### src/rtl/td4_pkg.sv
// td4_pkg -- shared definitions for the TD4 4-bit CPU.
//
// Holds the 4-bit opcode constants, the ALU source select encodings,
// the register destination encodings and the instruction decoder used
// by td4_core. No ports; imported with `import td4_pkg::*`.

package td4_pkg;

    // Opcode field values (instruction bits [7:4])
    localparam logic [3:0] OP_ADD_A  = 4'b0000;
    localparam logic [3:0] OP_MOV_AB = 4'b0001;
    localparam logic [3:0] OP_IN_A   = 4'b0010;
    localparam logic [3:0] OP_MOV_A  = 4'b0011;
    localparam logic [3:0] OP_MOV_BA = 4'b0100;
    localparam logic [3:0] OP_ADD_B  = 4'b0101;
    localparam logic [3:0] OP_IN_B   = 4'b0110;
    localparam logic [3:0] OP_MOV_B  = 4'b0111;
    localparam logic [3:0] OP_OUT_B  = 4'b1001;
    localparam logic [3:0] OP_OUT_I  = 4'b1011;
    localparam logic [3:0] OP_JNC    = 4'b1110;
    localparam logic [3:0] OP_JMP    = 4'b1111;

    // First ALU operand; the second operand is always the immediate
    typedef enum logic [1:0] {
        SRC_A    = 2'd0,
        SRC_B    = 2'd1,
        SRC_IN   = 2'd2,
        SRC_ZERO = 2'd3
    } alu_src_e;

    // Register written with the ALU result
    typedef enum logic [1:0] {
        DST_NONE = 2'd0,
        DST_A    = 2'd1,
        DST_B    = 2'd2,
        DST_OUT  = 2'd3
    } dest_e;

    typedef struct packed {
        alu_src_e src;
        dest_e    dst;
        logic     jmp;
        logic     jnc;
    } ctrl_t;

    // Undefined opcodes fall through to the defaults: zero source and no
    // write, so they behave as a NOP that still clears the carry flag.
    // Jumps also use the zero source, which is what makes C drop to 0.
    function automatic ctrl_t decode_op(input logic [3:0] op);
        ctrl_t c;
        c.src = SRC_ZERO;
        c.dst = DST_NONE;
        c.jmp = 1'b0;
        c.jnc = 1'b0;
        case (op)
            OP_ADD_A:  begin c.src = SRC_A;    c.dst = DST_A;   end
            OP_MOV_AB: begin c.src = SRC_B;    c.dst = DST_A;   end
            OP_IN_A:   begin c.src = SRC_IN;   c.dst = DST_A;   end
            OP_MOV_A:  begin c.src = SRC_ZERO; c.dst = DST_A;   end
            OP_MOV_BA: begin c.src = SRC_A;    c.dst = DST_B;   end
            OP_ADD_B:  begin c.src = SRC_B;    c.dst = DST_B;   end
            OP_IN_B:   begin c.src = SRC_IN;   c.dst = DST_B;   end
            OP_MOV_B:  begin c.src = SRC_ZERO; c.dst = DST_B;   end
            OP_OUT_B:  begin c.src = SRC_B;    c.dst = DST_OUT; end
            OP_OUT_I:  begin c.src = SRC_ZERO; c.dst = DST_OUT; end
            OP_JNC:    c.jnc = 1'b1;
            OP_JMP:    c.jmp = 1'b1;
            default:   c.jmp = 1'b0;
        endcase
        return c;
    endfunction

endpackage

### src/rtl/td4_alu.sv
// td4_alu -- combinational source mux and 4-bit adder for the TD4 CPU.
//
// Ports:
//   src_sel   in  2  operand select (A, B, input switches or zero)
//   reg_a     in  4  register A
//   reg_b     in  4  register B
//   in_port   in  4  input switches
//   imm       in  4  instruction immediate, always the second operand
//   result    out 4  low four bits of src + imm
//   carry_out out 1  bit 4 of src + imm

module td4_alu
    import td4_pkg::*;
(
    input  alu_src_e   src_sel,
    input  logic [3:0] reg_a,
    input  logic [3:0] reg_b,
    input  logic [3:0] in_port,
    input  logic [3:0] imm,
    output logic [3:0] result,
    output logic       carry_out
);

    logic [3:0] src;
    logic [4:0] sum;

    always_comb begin
        src = 4'd0;
        case (src_sel)
            SRC_A:    src = reg_a;
            SRC_B:    src = reg_b;
            SRC_IN:   src = in_port;
            SRC_ZERO: src = 4'd0;
            default:  src = 4'd0;
        endcase
    end

    assign sum       = {1'b0, src} + {1'b0, imm};
    assign result    = sum[3:0];
    assign carry_out = sum[4];

endmodule

### src/rtl/td4_core.sv
// td4_core -- TD4 4-bit CPU datapath and control.
//
// Fetches from a combinational program ROM addressed by PC and executes
// one instruction per rising clock edge while run is high.
//
// Parameters:
//   HALT_DETECT  1: flag a JMP / taken JNC to its own address; 0: halted stays 0
// Ports:
//   clk       in  1  system clock
//   rst_n     in  1  asynchronous active-low reset
//   run       in  1  execute enable; low holds every register
//   rom_data  in  8  instruction at rom_addr (opcode [7:4], immediate [3:0])
//   in_port   in  4  input switches, sampled on the executing edge
//   rom_addr  out 4  current PC
//   out_port  out 4  OUT register
//   carry     out 1  carry flag C
//   halted    out 1  registered self-loop indicator

module td4_core
    import td4_pkg::*;
#(
    parameter bit HALT_DETECT = 1'b1
) (
    input  logic       clk,
    input  logic       rst_n,
    input  logic       run,
    input  logic [7:0] rom_data,
    input  logic [3:0] in_port,
    output logic [3:0] rom_addr,
    output logic [3:0] out_port,
    output logic       carry,
    output logic       halted
);

    logic [3:0] pc;
    logic [3:0] reg_a;
    logic [3:0] reg_b;
    logic [3:0] reg_out;
    logic       reg_c;
    logic       halt_q;

    logic [3:0] opcode;
    logic [3:0] imm;
    ctrl_t      ctrl;
    logic [3:0] alu_result;
    logic       alu_carry;
    logic       jump_taken;
    logic       self_loop;
    logic [3:0] pc_next;

    assign opcode = rom_data[7:4];
    assign imm    = rom_data[3:0];
    assign ctrl   = decode_op(opcode);

    td4_alu u_alu (
        .src_sel   (ctrl.src),
        .reg_a     (reg_a),
        .reg_b     (reg_b),
        .in_port   (in_port),
        .imm       (imm),
        .result    (alu_result),
        .carry_out (alu_carry)
    );

    // JNC looks at the carry left by the previous instruction
    assign jump_taken = ctrl.jmp | (ctrl.jnc & ~reg_c);
    // 4-bit increment wraps 15 -> 0 naturally
    assign pc_next    = jump_taken ? imm : pc + 4'd1;
    assign self_loop  = jump_taken && (imm == pc);

    // Carry is rewritten by every executed instruction, including jumps
    // and NOPs, whose zero-source ALU pass always yields 0.
    always_ff @(posedge clk or negedge rst_n) begin
        if (!rst_n) begin
            pc      <= 4'd0;
            reg_a   <= 4'd0;
            reg_b   <= 4'd0;
            reg_out <= 4'd0;
            reg_c   <= 1'b0;
            halt_q  <= 1'b0;
        end else if (run) begin
            pc     <= pc_next;
            reg_c  <= alu_carry;
            halt_q <= HALT_DETECT && self_loop;
            case (ctrl.dst)
                DST_A:   reg_a   <= alu_result;
                DST_B:   reg_b   <= alu_result;
                DST_OUT: reg_out <= alu_result;
                default: reg_a   <= reg_a;
            endcase
        end
    end

    assign rom_addr = pc;
    assign out_port = reg_out;
    assign carry    = reg_c;
    assign halted   = halt_q;

endmodule

### config.mk
export PLATFORM = sky130hd
export DESIGN_NAME = td4_core
export DESIGN_NICKNAME = d
export VERILOG_FILES = /design/src/rtl/td4_pkg.sv /design/src/rtl/td4_alu.sv /design/src/rtl/td4_core.sv
export SDC_FILE = /design/constraint.sdc
export NUM_CORES = 1
export LEC_CHECK = 0
export ABC_AREA = 1
export CAP_MARGIN = 20
export CORE_ASPECT_RATIO = 1.2
export CORE_MARGIN = 2
export CORE_UTILIZATION = 50
export DETAILED_ROUTE_END_ITERATION = 10
export HOLD_SLACK_MARGIN = 0.08
export PLACE_DENSITY = 0.87
export SLEW_MARGIN = 20
export SYNTH_ARGS = -nofsm -noshare
export SYNTH_HDL_FRONTEND = slang
export SYNTH_HIERARCHICAL = 1
export SYNTH_SLANG_ARGS = --single-unit
### constraint.sdc
create_clock -name clk -period 2.1 [get_ports clk]
set_clock_uncertainty 0.15 [all_clocks]
set_input_delay 0.42 -clock clk [delete_from_list [all_inputs] [get_ports clk]]
set_output_delay 0.42 -clock clk [all_outputs]
set_load 0.05 [all_outputs]
==> flow_metrics.tcl, run 1 <==
set metrics [dict create \
    cells_along_the_critical_path "clkdlybuf4s50_1" \
    first_iter_violations 40 \
    holdBufCountCts 0 \
    htreeDepth 1 \
    area_delta_synth_final_pct 44.5 \
    internal_power_uw 825 \
    die_height_um 56.5 \
    slew_violations 0 \
    synth_cells 161 \
    final_replace_weighted_congestion 0.948 \
    seq_area_um2 450 \
    post_route_cells_drive_above_1_share 0.284 \
    synth_seq_cells 18 \
    cp.buffers_inverters 1 \
    vias 1253 \
    power_leakage_uw 0.000878 \
    top_level_ports 25 \
    final_hold_viols 0 \
    combinationalPowerShare 0.501 \
    syn_avg_cell_area_um2 7.14 \
    clk_pin_slew_ps 110 \
    dieWidth_um 47.8 \
    ir_worst_vdd_mv 0.823 \
    avgRoutedWirePerCell_um 14.7 \
    initial_utilization 0.515 \
    count_of_antenna_violating_nets_left_after_detailed_routing 0 \
    worst_setup_path_end_kind "primary output" \
    overflow 0 \
    psw_uw 682 \
    netlist-cell-type-count 20 \
    grt_first_pass_wirelength_um 5000 \
    detail_route.drc_violations 0 \
    synthesis.area_um2 1150 \
    critPathArrivalTime_ps 1490 \
    post_synth_and_or_nand_nor_area_fraction 0.322 \
    cts_buffers 3 \
    gr-usage-all-layers 0.255 \
    nets 224 \
    share_of_the_cycle_needed_by_the_critical_path_after_routing 0.981 \
    crit_fanout 2 \
    detail_route.vias_per_cell 5.40 \
    hp-class "input pin to async pin" \
    share_clk_of_total_power 0.147 \
    place.detailed.instances 224 \
    setup_violations 0 \
    cts.path.max_buffers 2 \
    rows 19 \
    post_synth_fa_ha_maj_area_fraction 0.0827 \
    synth-compound-area-share 0.0936 \
    worst_slew_margin_rel 0.665 \
    worst_reg_to_reg_path_cell_count 10 \
    antenna_violations_before_repair 0 \
    multi_input_area_um2 701 \
    critPathRequiredTime_ps 1530 \
    min_period_ps 2060 \
    wirelength_um 3420 \
    grt_max_degree 19 \
    synth-xor-area-share 0.0152 \
    grt_pass1_vias 1275 \
    total_of_buffers_placed_on_input_and_output_ports 24 \
    yosysSeqAreaShare 0.392 \
    power_per_cell_area_nw_per_um2 907 \
    postPlaceCellArea_um2 1480 \
    hpwl_um 2250 \
    rsz0062_at_grt "false" \
    n_antenna_cell 0 \
    worst-setup-path-type "flop to primary output" \
    detailedRoute.firstPassIterationCount 4 \
    placeableCoreArea_um2 2230 \
    cts-root-buf "sky130_fd_sc_hd__clkbuf_4" \
    setup.worst_path.start_class "flop" \
    synth_top_family_by_area "simple AND/OR/NAND/NOR gates" \
    clock_sink_count 18 \
    design.die.area_um2 2700 \
    netSwitchingFraction 0.453 \
    critical-path-max-stage-delay_ps 810 \
    run_status "completed" \
    post-route-cell-area_um2 1660 \
    sequential_share_of_power 0.352 \
    cp_top_family "buffers and inverters" \
    yosysWarningCount 6 \
    drv.max_cap_violation_count 0 \
    synth_fp_nets 183 \
    cp_slowest_cell "sky130_fd_sc_hd__clkdlybuf4s50_1" \
    tritoncts "yes" \
    power_uw 1510 \
    post_layout_nonfiller_instances 232 \
    fmax_mhz 485 \
    synth_mux_area_frac 0 \
    fillCellCount 178 \
    clk-insertion-delay-late_ps 300 \
    worstSetupPathDepth 1 \
    max_slew.worst_pin.slew_ps 502 \
]
==> metrics by stage <==
step,utilization,hold slack [ps],setup WS [ps],TNS [ps]
2_1_floorplan,-,-25.6,12.4,0
3_3_place_gp,0.664,315,-612,-6400
3_5_place_dp,0.664,319,-695,-7510
4_1_cts,0.700,303,1.27,0
5_1_grt,0.744,313,5.08,0
6_report,0.744,285,39.3,0
==> worst reg2reg max path: stages (launching register included) <==
cell and delay, ps:
sky130_fd_sc_hd__dfrtp_1 400, sky130_fd_sc_hd__o21ai_1 180, sky130_fd_sc_hd__a21oi_2 90, sky130_fd_sc_hd__buf_4 160
sky130_fd_sc_hd__ha_4 290, sky130_fd_sc_hd__nand2_4 60, sky130_fd_sc_hd__nand3_2 70, sky130_fd_sc_hd__nand2_1 60
sky130_fd_sc_hd__nand2_1 90, sky130_fd_sc_hd__inv_2 60, sky130_fd_sc_hd__o21ai_1 110
==> what timing repair did <==
action                                  4_1_cts  5_1_grt
endpoints found under the setup margin       11       11
buffers inserted                              0        4
pin swaps                                    12       14
gates resized for setup                      36       21
==> sequential cells by signal, summed over array words and instances, names as in the netlist <==
register,cells
carry,1
halted,1
reg_b,4
reg_a,4
rom_addr,4
out_port,4
==> Yosys cell counts, drive strengths merged <==
cell type	instances	area, um2
inv	27	101
dfrtp	18	450
o21bai	1	7.51
xnor2	1	8.76
nand3	14	70.1
nand4	3	18.8
o21ai	17	85.1
a21oi	3	15.0
nor2	7	38.8
nand3b	1	7.51
buf	1	7.51
nand2	60	235
fa	1	20.0
ha	6	75.1
xor2	1	8.76
==> cell type report <==
cell class | instances | area share
clock buffers | 4 | 0.0218
inverters | 27 | 0.0610
flip-flops and latches | 18 | 0.271
well taps | 31 | 0.0233
repair buffers | 37 | 0.201
multi-input cells | 115 | 0.422
==> cell usage in the layout (no fill, tap or decap), types with 2 or more instances in the layout <==
cell and count:
sky130_fd_sc_hd__o21ai_1 5, sky130_fd_sc_hd__nand4_1 3, sky130_fd_sc_hd__clkdlybuf4s50_1 14, sky130_fd_sc_hd__o21ai_2 5
sky130_fd_sc_hd__o21ai_0 6, sky130_fd_sc_hd__inv_1 17, sky130_fd_sc_hd__nand2_4 3, sky130_fd_sc_hd__ha_1 4
sky130_fd_sc_hd__inv_2 10, sky130_fd_sc_hd__clkbuf_4 4, sky130_fd_sc_hd__nor2_4 3, sky130_fd_sc_hd__nand3_1 13
sky130_fd_sc_hd__nand2_1 54, sky130_fd_sc_hd__a21oi_2 2, sky130_fd_sc_hd__nand2_2 3, sky130_fd_sc_hd__nor2_1 3
sky130_fd_sc_hd__dlygate4sd2_1 2, sky130_fd_sc_hd__ha_4 2, sky130_fd_sc_hd__dfrtp_1 18, sky130_fd_sc_hd__buf_4 16
==> final timing paths <==
path	from	end	slack (ps)
min in group clk	halted	halted	350
max in group asynchronous	rst_n	out_port[1]	1310
worst min-delay path	rst_n	rom_addr[1]	280
worst max-delay path	out_port[0]	out_port[0]	40
worst min register to register	halted	halted	350
worst max register to register	reg_b[2]	out_port[3]	300
==> cells by family after synthesis <==
family,Yosys count
AO/OA/AOI/OAI,21
XOR/XNOR,2
adder cells (fa/ha/maj),7
buffers and inverters,28
flip-flops,18
AND/OR/NAND/NOR,85
==> power groups by stage <==
stage / logic [uW] / clock network (uW) / registers, uW
floorplan: 253 / 0 / 692
finish: 755 / 222 / 530
global route: 817 / 228 / 538
detailed placement: 647 / 0 / 529
CTS: 681 / 221 / 523
global placement: 628 / 0 / 524
==> layer usage <==
metal	vias to the layer above	GRT usage	share of wire
li1	588	-	-
met1	590	0.259	0.37
met2	56	0.432	0.55
met3	19	0.0450	0.042
met4	0	0.178	0.038
met5	-	0	0
Power figures use the tool's default switching activity.
==> run 2: changes to the inputs <==
--- a/config.mk
+++ b/config.mk
@@ -13,6 +13,7 @@
 export DETAILED_ROUTE_END_ITERATION = 10
 export HOLD_SLACK_MARGIN = 0.08
 export PLACE_DENSITY = 0.87
+export RECOVER_POWER = 25
 export SLEW_MARGIN = 20
 export SYNTH_ARGS = -nofsm -noshare
 export SYNTH_HDL_FRONTEND = slang
==> run 2 against run 1 <==
Critical path depth unchanged. Clock power about the same. Via count increased by 0.24%. Final cell count unchanged. First-iteration DRC count increased by 5.0%. Critical endpoint unchanged. Routed wire length increased by 0.26%. Critical path type unchanged. Sequential cell count unchanged. Hold slack improved by 61 ps. Global-route usage unchanged. Sequential share of layout area increased by 0.061 points. Largest power group unchanged. Sequential power about the same. Final area decreased by 0.23%.
==> flow_metrics.tcl, run 2 (synthesized netlist as in run 1, its figures left out) <==
set metrics [dict create \
    run_status "completed" \
    clock_sink_count 18 \
    post_route_cells_drive_above_1_share 0.279 \
    antenna_violations_before_repair 0 \
    rows 19 \
    detailedRoute.firstPassIterationCount 4 \
    cts.path.max_buffers 2 \
    ir_worst_vdd_mv 0.822 \
    power_leakage_uw 0.000874 \
    top_level_ports 25 \
    setup.worst_path.start_class "flop" \
    nets 224 \
    power_uw 1510 \
    slew_violations 0 \
    initial_utilization 0.515 \
    grt_pass1_vias 1275 \
    netSwitchingFraction 0.453 \
    gr-usage-all-layers 0.255 \
    final_replace_weighted_congestion 0.948 \
    whs_path_depth 2 \
    setup_violations 0 \
    vias 1256 \
    crit_fanout 2 \
    grt_max_degree 19 \
    share_clk_of_total_power 0.148 \
    max_slew.worst_pin.slew_ps 982 \
    place.detailed.instances 224 \
    cts-root-buf "sky130_fd_sc_hd__clkbuf_4" \
    design.die.area_um2 2700 \
    die_height_um 56.5 \
    area_delta_synth_final_pct 44.2 \
    post_layout_nonfiller_instances 232 \
    clk-insertion-delay-late_ps 310 \
    min_period_ps 2060 \
    fmax_mhz 485 \
    count_of_antenna_violating_nets_left_after_detailed_routing 0 \
    grtUsageMet1 0.259 \
    psw_uw 683 \
    detail_route.drc_violations 0 \
    first_iter_violations 42 \
    finalCoreUtilization 0.742 \
    multi_input_area_um2 701 \
    holdPathEnd "halted" \
    critPathRequiredTime_ps 1530 \
    worst-r2r-setup-slack_ps 300 \
    cp_slowest_cell "sky130_fd_sc_hd__clkdlybuf4s50_1" \
    rsz0062_at_grt "false" \
    grtUsageMet2 0.432 \
    cts_buffers 3 \
    fillCellCount 180 \
    detail_route.vias_per_cell 5.41 \
    cp_top_family "buffers and inverters" \
    worst-setup-path-type "flop to primary output" \
    reg2reg_to "out_port[3]" \
    hp-class "flop to flop" \
    cells_along_the_critical_path "clkdlybuf4s50_1" \
    internal_power_uw 824 \
    placeableCoreArea_um2 2230 \
    combinationalPowerShare 0.500 \
    n_antenna_cell 0 \
    avgRoutedWirePerCell_um 14.8 \
    worst_reg_to_reg_path_cell_count 10 \
    grt_busiest_layer "met2" \
    worst_slew_margin_rel 0.345 \
    total_of_buffers_placed_on_input_and_output_ports 24 \
    cp.buffers_inverters 1 \
    worst_r2r_start "reg_b[2]" \
    htreeDepth 1 \
    share_of_the_cycle_needed_by_the_critical_path_after_routing 0.982 \
    hpwl_um 2250 \
    power_per_cell_area_nw_per_um2 909 \
    timing.hold.worst.start "halted" \
    critPathArrivalTime_ps 1490 \
    dieWidth_um 47.8 \
    drv.max_cap_violation_count 0 \
    mostFrequentLayoutCell "sky130_fd_sc_hd__nand2_1" \
    wirelength_um 3430 \
    critical-path-max-stage-delay_ps 810 \
    holdBufCountCts 0 \
    grt_first_pass_wirelength_um 5000 \
    clk_pin_slew_ps 110 \
    seq_area_um2 450 \
    worst_setup_path_end_kind "primary output" \
    commonest_cells_after_routing_fill_and_taps_aside "54 x sky130_fd_sc_hd__nand2_1, 18 x sky130_fd_sc_hd__dfrtp_1, 17 x sky130_fd_sc_hd__inv_1" \
    overflow 0 \
    sequential_share_of_power 0.352 \
    grt_util_met3 0.0450 \
    final_hold_viols 0 \
    tritoncts "yes" \
]
run 2: final cells by class:
cell class                 count  area share
inverter                      27      0.0611
sequential                    18       0.272
tap                           31      0.0234
timing repair buffer          37       0.199
clock buffer                   4      0.0219
multi-input combinational    115       0.423
run 2: power groups by stage:
stage	clock [uW]	combinational, uW	sequential (uW)
floorplan	0	253	692
global placement	0	628	524
global route	228	816	538
detailed placement	0	647	529
finish	223	754	531
CTS	221	681	523
run 2: layer usage:
layer | vias to the layer above | share of wire
li1 | 588 | -
met1 | 595 | 0.37
met2 | 54 | 0.55
met3 | 19 | 0.039
met4 | 0 | 0.038
met5 | - | 0
run 2: repair_timing:
action / 4_1_cts / 5_1_grt
endpoints found under the setup margin: 11 / 11
pin swaps: 12 / 14
gates resized for setup: 36 / 21
buffers inserted: 0 / 4
hold endpoints to repair: 0 / 0
run 2: worst max path at each step:
stage                      from     endpoint  cells after the start
floorplan           rom_data[4]  out_port[1]                     11
global placement    rom_data[4]     reg_b[1]                     13
detailed placement  rom_data[4]     reg_a[3]                     14
CTS                 rom_data[4]     reg_b[2]                     13
global route        rom_data[6]     reg_b[2]                     13
finish              out_port[0]  out_port[0]                      1
run 2: per-stage QoR:
step	hold WS (ps)	setup TNS [ps]	worst slack, ps	instance area (um2)
finish	345	0	37.5	1660
detailed placement	319	-7510	-695	1480
global placement	315	-6400	-612	1480
floorplan	-25.6	0	12.4	1150
CTS	303	0	1.27	1560
global route	387	0	5.08	1660
==> run 3: changes to the inputs <==
==> constraint.sdc (replaced) <==
create_clock -name clk -period 2.1 [get_ports clk]
set_clock_uncertainty 0.15 [all_clocks]
set_input_delay 0.63 -clock clk [delete_from_list [all_inputs] [get_ports clk]]
set_output_delay 0.63 -clock clk [all_outputs]
set_load 0.05 [all_outputs]
==> run 3 against run 2 <==
The run now ends with setup timing left. Via count decreased by 3.3%. Combinational power down 1%. Worst setup slack got worse by 180 ps. Fmax is 8.0% lower. Die area is the same. Routed wire length is 11% lower. Utilization is 0.67 points lower. Sequential cell count stayed put. First-iteration DRC count shrank 29%. Sequential power up 0.9%. Total power is 0.36% lower. Highest routed layer unchanged.
==> flow_metrics.tcl, run 3 (synthesized netlist as in run 1, its figures left out) <==
set metrics [dict create \
    share_of_the_cycle_needed_by_the_critical_path_after_routing 1.07 \
    worst_r2r_start "reg_b[0]" \
    worst_reg_to_reg_path_cell_count 9 \
    post-route-cell-area_um2 1640 \
    avgRoutedWirePerCell_um 13.2 \
    worst-setup-path-type "input pin to flop" \
    grt_busiest_layer "met2" \
    mostFrequentLayoutCell "sky130_fd_sc_hd__nand2_1" \
    critPathArrivalTime_ps 2320 \
    n_antenna_cell 0 \
    worst-r2r-setup-slack_ps 260 \
    grt_pass1_vias 1232 \
    overflow 0 \
    fillCellCount 178 \
    slew_violations 0 \
    cts_buffers 3 \
    seq_area_um2 450 \
    grt_max_degree 19 \
    tritoncts "yes" \
    first_iter_violations 30 \
    grt_util_met3 0.0322 \
    grtUsageMet2 0.461 \
    drv.max_cap_violation_count 0 \
    clock_sink_count 18 \
    detail_route.vias_per_cell 5.26 \
    placeableCoreArea_um2 2230 \
    max_slew.worst_pin.slew_ps 986 \
    hpwl_um 2280 \
    post_layout_nonfiller_instances 231 \
    power_per_cell_area_nw_per_um2 914 \
    count_of_antenna_violating_nets_left_after_detailed_routing 0 \
    cts-root-buf "sky130_fd_sc_hd__clkbuf_4" \
    power_leakage_uw 0.000874 \
    timing.hold.worst.start "halted" \
    final_replace_weighted_congestion 0.909 \
    detailedRoute.firstPassIterationCount 4 \
    grtUsageMet1 0.274 \
    area_delta_synth_final_pct 42.9 \
    antenna_violations_before_repair 0 \
    whs_path_depth 2 \
    run_status "finished with violations" \
    setup.worst_path.start_class "input pin" \
    reg2reg_to "reg_b[2]" \
    vias 1215 \
    commonest_cells_after_routing_fill_and_taps_aside "54 x sky130_fd_sc_hd__nand2_1, 20 x sky130_fd_sc_hd__inv_1, 18 x sky130_fd_sc_hd__dfrtp_1" \
    clk_pin_slew_ps 110 \
    cts.path.max_buffers 2 \
    holdPathEnd "halted" \
    min_period_ps 2240 \
    worst_slack_on_hold_paths_ps 347 \
    htreeDepth 1 \
    worst_slew_margin_rel 0.342 \
    rsz0062_at_grt "true" \
    multi_input_area_um2 648 \
    die_height_um 56.5 \
    total_of_buffers_placed_on_input_and_output_ports 24 \
    design.die.area_um2 2700 \
    holdBufCountCts 0 \
    top_level_ports 25 \
    place.detailed.instances 225 \
    failing_checks "setup timing" \
    crit_fanout 4 \
    wirelength_um 3040 \
    clk-insertion-delay-late_ps 300 \
    initial_utilization 0.515 \
    setup_violations 10 \
    detail_route.drc_violations 0 \
    gr-usage-all-layers 0.252 \
    post_route_cells_drive_above_1_share 0.255 \
    nets 223 \
    rows 19 \
    ir_worst_vdd_mv 0.673 \
    critPathRequiredTime_ps 2180 \
    postPlaceCellArea_um2 1540 \
    dieWidth_um 47.8 \
    fmax_mhz 446 \
    grt_first_pass_wirelength_um 4990 \
    worst_setup_path_end_kind "flop" \
    worst_slack_ps -142 \
    hp-class "flop to flop" \
    final_hold_viols 0 \
]
## run 3: area by class of cell
class                           instances  area share
Timing Repair Buffer                   36       0.218
Sequential cell                        18       0.274
Inverter                               27      0.0678
Clock buffer                            4      0.0221
Tap cell                               31      0.0236
Multi-Input combinational cell        115       0.395
## run 3: metrics by stage
step	setup slack (ps)	utilization	power (uW)	TNS (ps)
finish	-142	0.735	1500	-971
global route	-178	0.735	1600	-1430
CTS	-111	0.726	1490	-562
detailed placement	-976	0.690	1250	-11220
global placement	-862	0.690	1220	-9940
floorplan	-135	-	953	-1080
## run 3: what timing repair did
action | CTS | global route
setup buffers | 2 | 0
endpoints found under the setup margin | 13 | 10
pin swaps | 11 | 5
resized for setup | 34 | 8
## run 3: critical path, stage by stage
cell and delay [ps]:
sky130_fd_sc_hd__buf_8 100, sky130_fd_sc_hd__o21ai_4 210, sky130_fd_sc_hd__nand2_4 100, sky130_fd_sc_hd__nor2_4 150, sky130_fd_sc_hd__nand2_1 80, sky130_fd_sc_hd__nand2_1 70
sky130_fd_sc_hd__inv_1 50, sky130_fd_sc_hd__ha_2 180, sky130_fd_sc_hd__fa_2 350, sky130_fd_sc_hd__xor2_1 160, sky130_fd_sc_hd__inv_1 90, sky130_fd_sc_hd__o21ai_1 140
## run 3: worst max path at each step
stage | startpoint | depth (start not counted) | slack [ps] | endpoint
after floorplan | rom_data[4] | 12 | -130 | reg_a[2]
after global placement | rom_data[4] | 13 | -860 | reg_b[2]
after detailed placement | rom_data[4] | 13 | -980 | reg_b[2]
after CTS | rom_data[6] | 12 | -110 | reg_b[2]
after global routing | rom_data[4] | 13 | -180 | reg_b[2]
final | rom_data[6] | 12 | -140 | reg_b[2]
## run 3: routing by layer
metal / share of wire / vias up
met5: 0 / -
li1: - / 583
met2: 0.54 / 41
met3: 0.042 / 10
met4: 0.028 / 0
met1: 0.39 / 581
## run 3: power breakdown
part | leakage (uW) | switching [uW] | internal [uW] | total (uW)
logic | 0.000626 | 442 | 302 | 745
clock network | 0.0000210 | 114 | 106 | 220
registers | 0.000227 | 97.3 | 439 | 536
==> RTL edit: new RTL, settings of run 3 <==
Make the reset (`rst_n`) synchronous in one clocked block. Comments in the files are not updated.
--- a/src/rtl/td4_core.sv
+++ b/src/rtl/td4_core.sv
@@ -70,7 +70,7 @@
 
     // Carry is rewritten by every executed instruction, including jumps
     // and NOPs, whose zero-source ALU pass always yields 0.
-    always_ff @(posedge clk or negedge rst_n) begin
+    always_ff @(posedge clk) begin
         if (!rst_n) begin
             pc      <= 4'd0;
             reg_a   <= 4'd0;
Function: differs if rst_n is asserted again (counterexample within 4 cycles, from zero or initial values and one cycle with rst_n low); with rst_n held inactive, the same outputs for 4 cycles.
==> RTL edit against run 3 <==
- the run still ends with negative setup slack left
- sequential share of layout area fell by 6.9 points
- worst setup slack got worse by 0.11 ns
- count of clock-buffer cells in the layout fell by 1
- cell count rose by 8.2%
- maximum frequency fell by 4.6%
- non-clock buffer count rose by 10
- synthesized cell count rose by 7.5%
- power fell by 38%
- sequential cell count did not move
- wire length rose by 31%
- hold slack got worse by 0.012 ns
- cell area rose by 7.1%
- area after synthesis fell by 2.2%
==> RTL edit: results (changes against run 3) <==
sta:
  fin_ws_ns: -0.250  # -0.108 ns
  final-setup-viol-count: 10  # unchanged
  timing.hold.ws_ns: 0.335  # -0.0121 ns
  relSlewSlack_pct: 60.3  # +26 points
synth:
  ys_top_cells_by_area: "dfxtp_1 (32%), nand2_1 (13%), inv_1 (8.3%)"
  async_flop_share_pct: 0  # -100 points
  ys_types: 24  # +20%
  synth_nets: 195  # +6.6%
  yosysTopAreaCell: "dfxtp_1"
global_route:
  gr-usage-met3_pct: 2.92  # -0.29 points
  grt_max_degree: 10  # -9
  gr-usage-met2_pct: 49.4  # +3.3 points
  track_usage_pct: 28.3  # +3.1 points
  grt_pass1_vias: 1351  # +9.7%
  met1_usage_pct: 30.1  # +2.7 points
  grt_pass1_wl_um: 5520  # +11%
routing:
  drtIter0Drc: 73  # +140%
  wl_met3_um: 251  # +96%
  wl_met2_um: 1980  # +21%
  wl_um: 3970  # +31%
placement:
  place_congestion: 0.874  # -3.8%
  dp_slack_ns: -1.01  # -0.0306 ns
  hpwlAfterDp_um: 2560  # +12%
critical_path:
  rrSetupSlack_ns: 0.22  # -0.04 ns
  cpLargestDelayFamily: "simple AND/OR/NAND/NOR gates"
  arrival_ns: 2.42  # +0.10 ns
  cp_slowest_stage_delay_ns: 0.40  # +0.05 ns
  path_max_fanout: 5  # +1
finish:
  drive_gt1_share_pct: 35.0  # +9.5 points
  final.fill_count: 125  # -30%
worst_hold_path:
  holdPathEnd: "halted$_SDFFE_PN0P_"
  min_from: "halted$_SDFFE_PN0P_"
power_and_ir_drop:
  p_leak_nw: 0.795  # -9.0%
  irDropWorstVdd_mv: 0.454  # -33%
outcome:
  status: "complete, but fails checks"
  violations: "negative setup slack"
cts:
  cts_setup_buffers: 6  # +4
[RTL edit: power breakdown]
part,internal [W],switching [W]
sequential,0.000359,0.0000194
combinational,0.000167,0.000214
clock,0.0000667,0.000104
[RTL edit: layout make-up]
| type | instances | area (um2) | area share (%) |
|---|---|---|---|
| repair buffers | 46 | 424 | 24.1 |
| inverters | 28 | 113 | 6.40 |
| well taps | 30 | 37.5 | 2.13 |
| clock buffers | 3 | 22.5 | 1.28 |
| flip-flops and latches | 18 | 360 | 20.5 |
| multi-input cells | 125 | 802 | 45.6 |
[RTL edit: cell families (layout without fill, tap and decap cells)]
logic type | count (synthesis) | in the layout | share of synthesized area (%)
xor+xnor | 2 | 2 | 1.56
flops | 18 | 18 | 32.0
buf+inv | 30 | 77 | 10.5
simple gates | 86 | 86 | 33.6
fa+ha+maj | 7 | 7 | 8.45
compound gates | 30 | 30 | 13.9
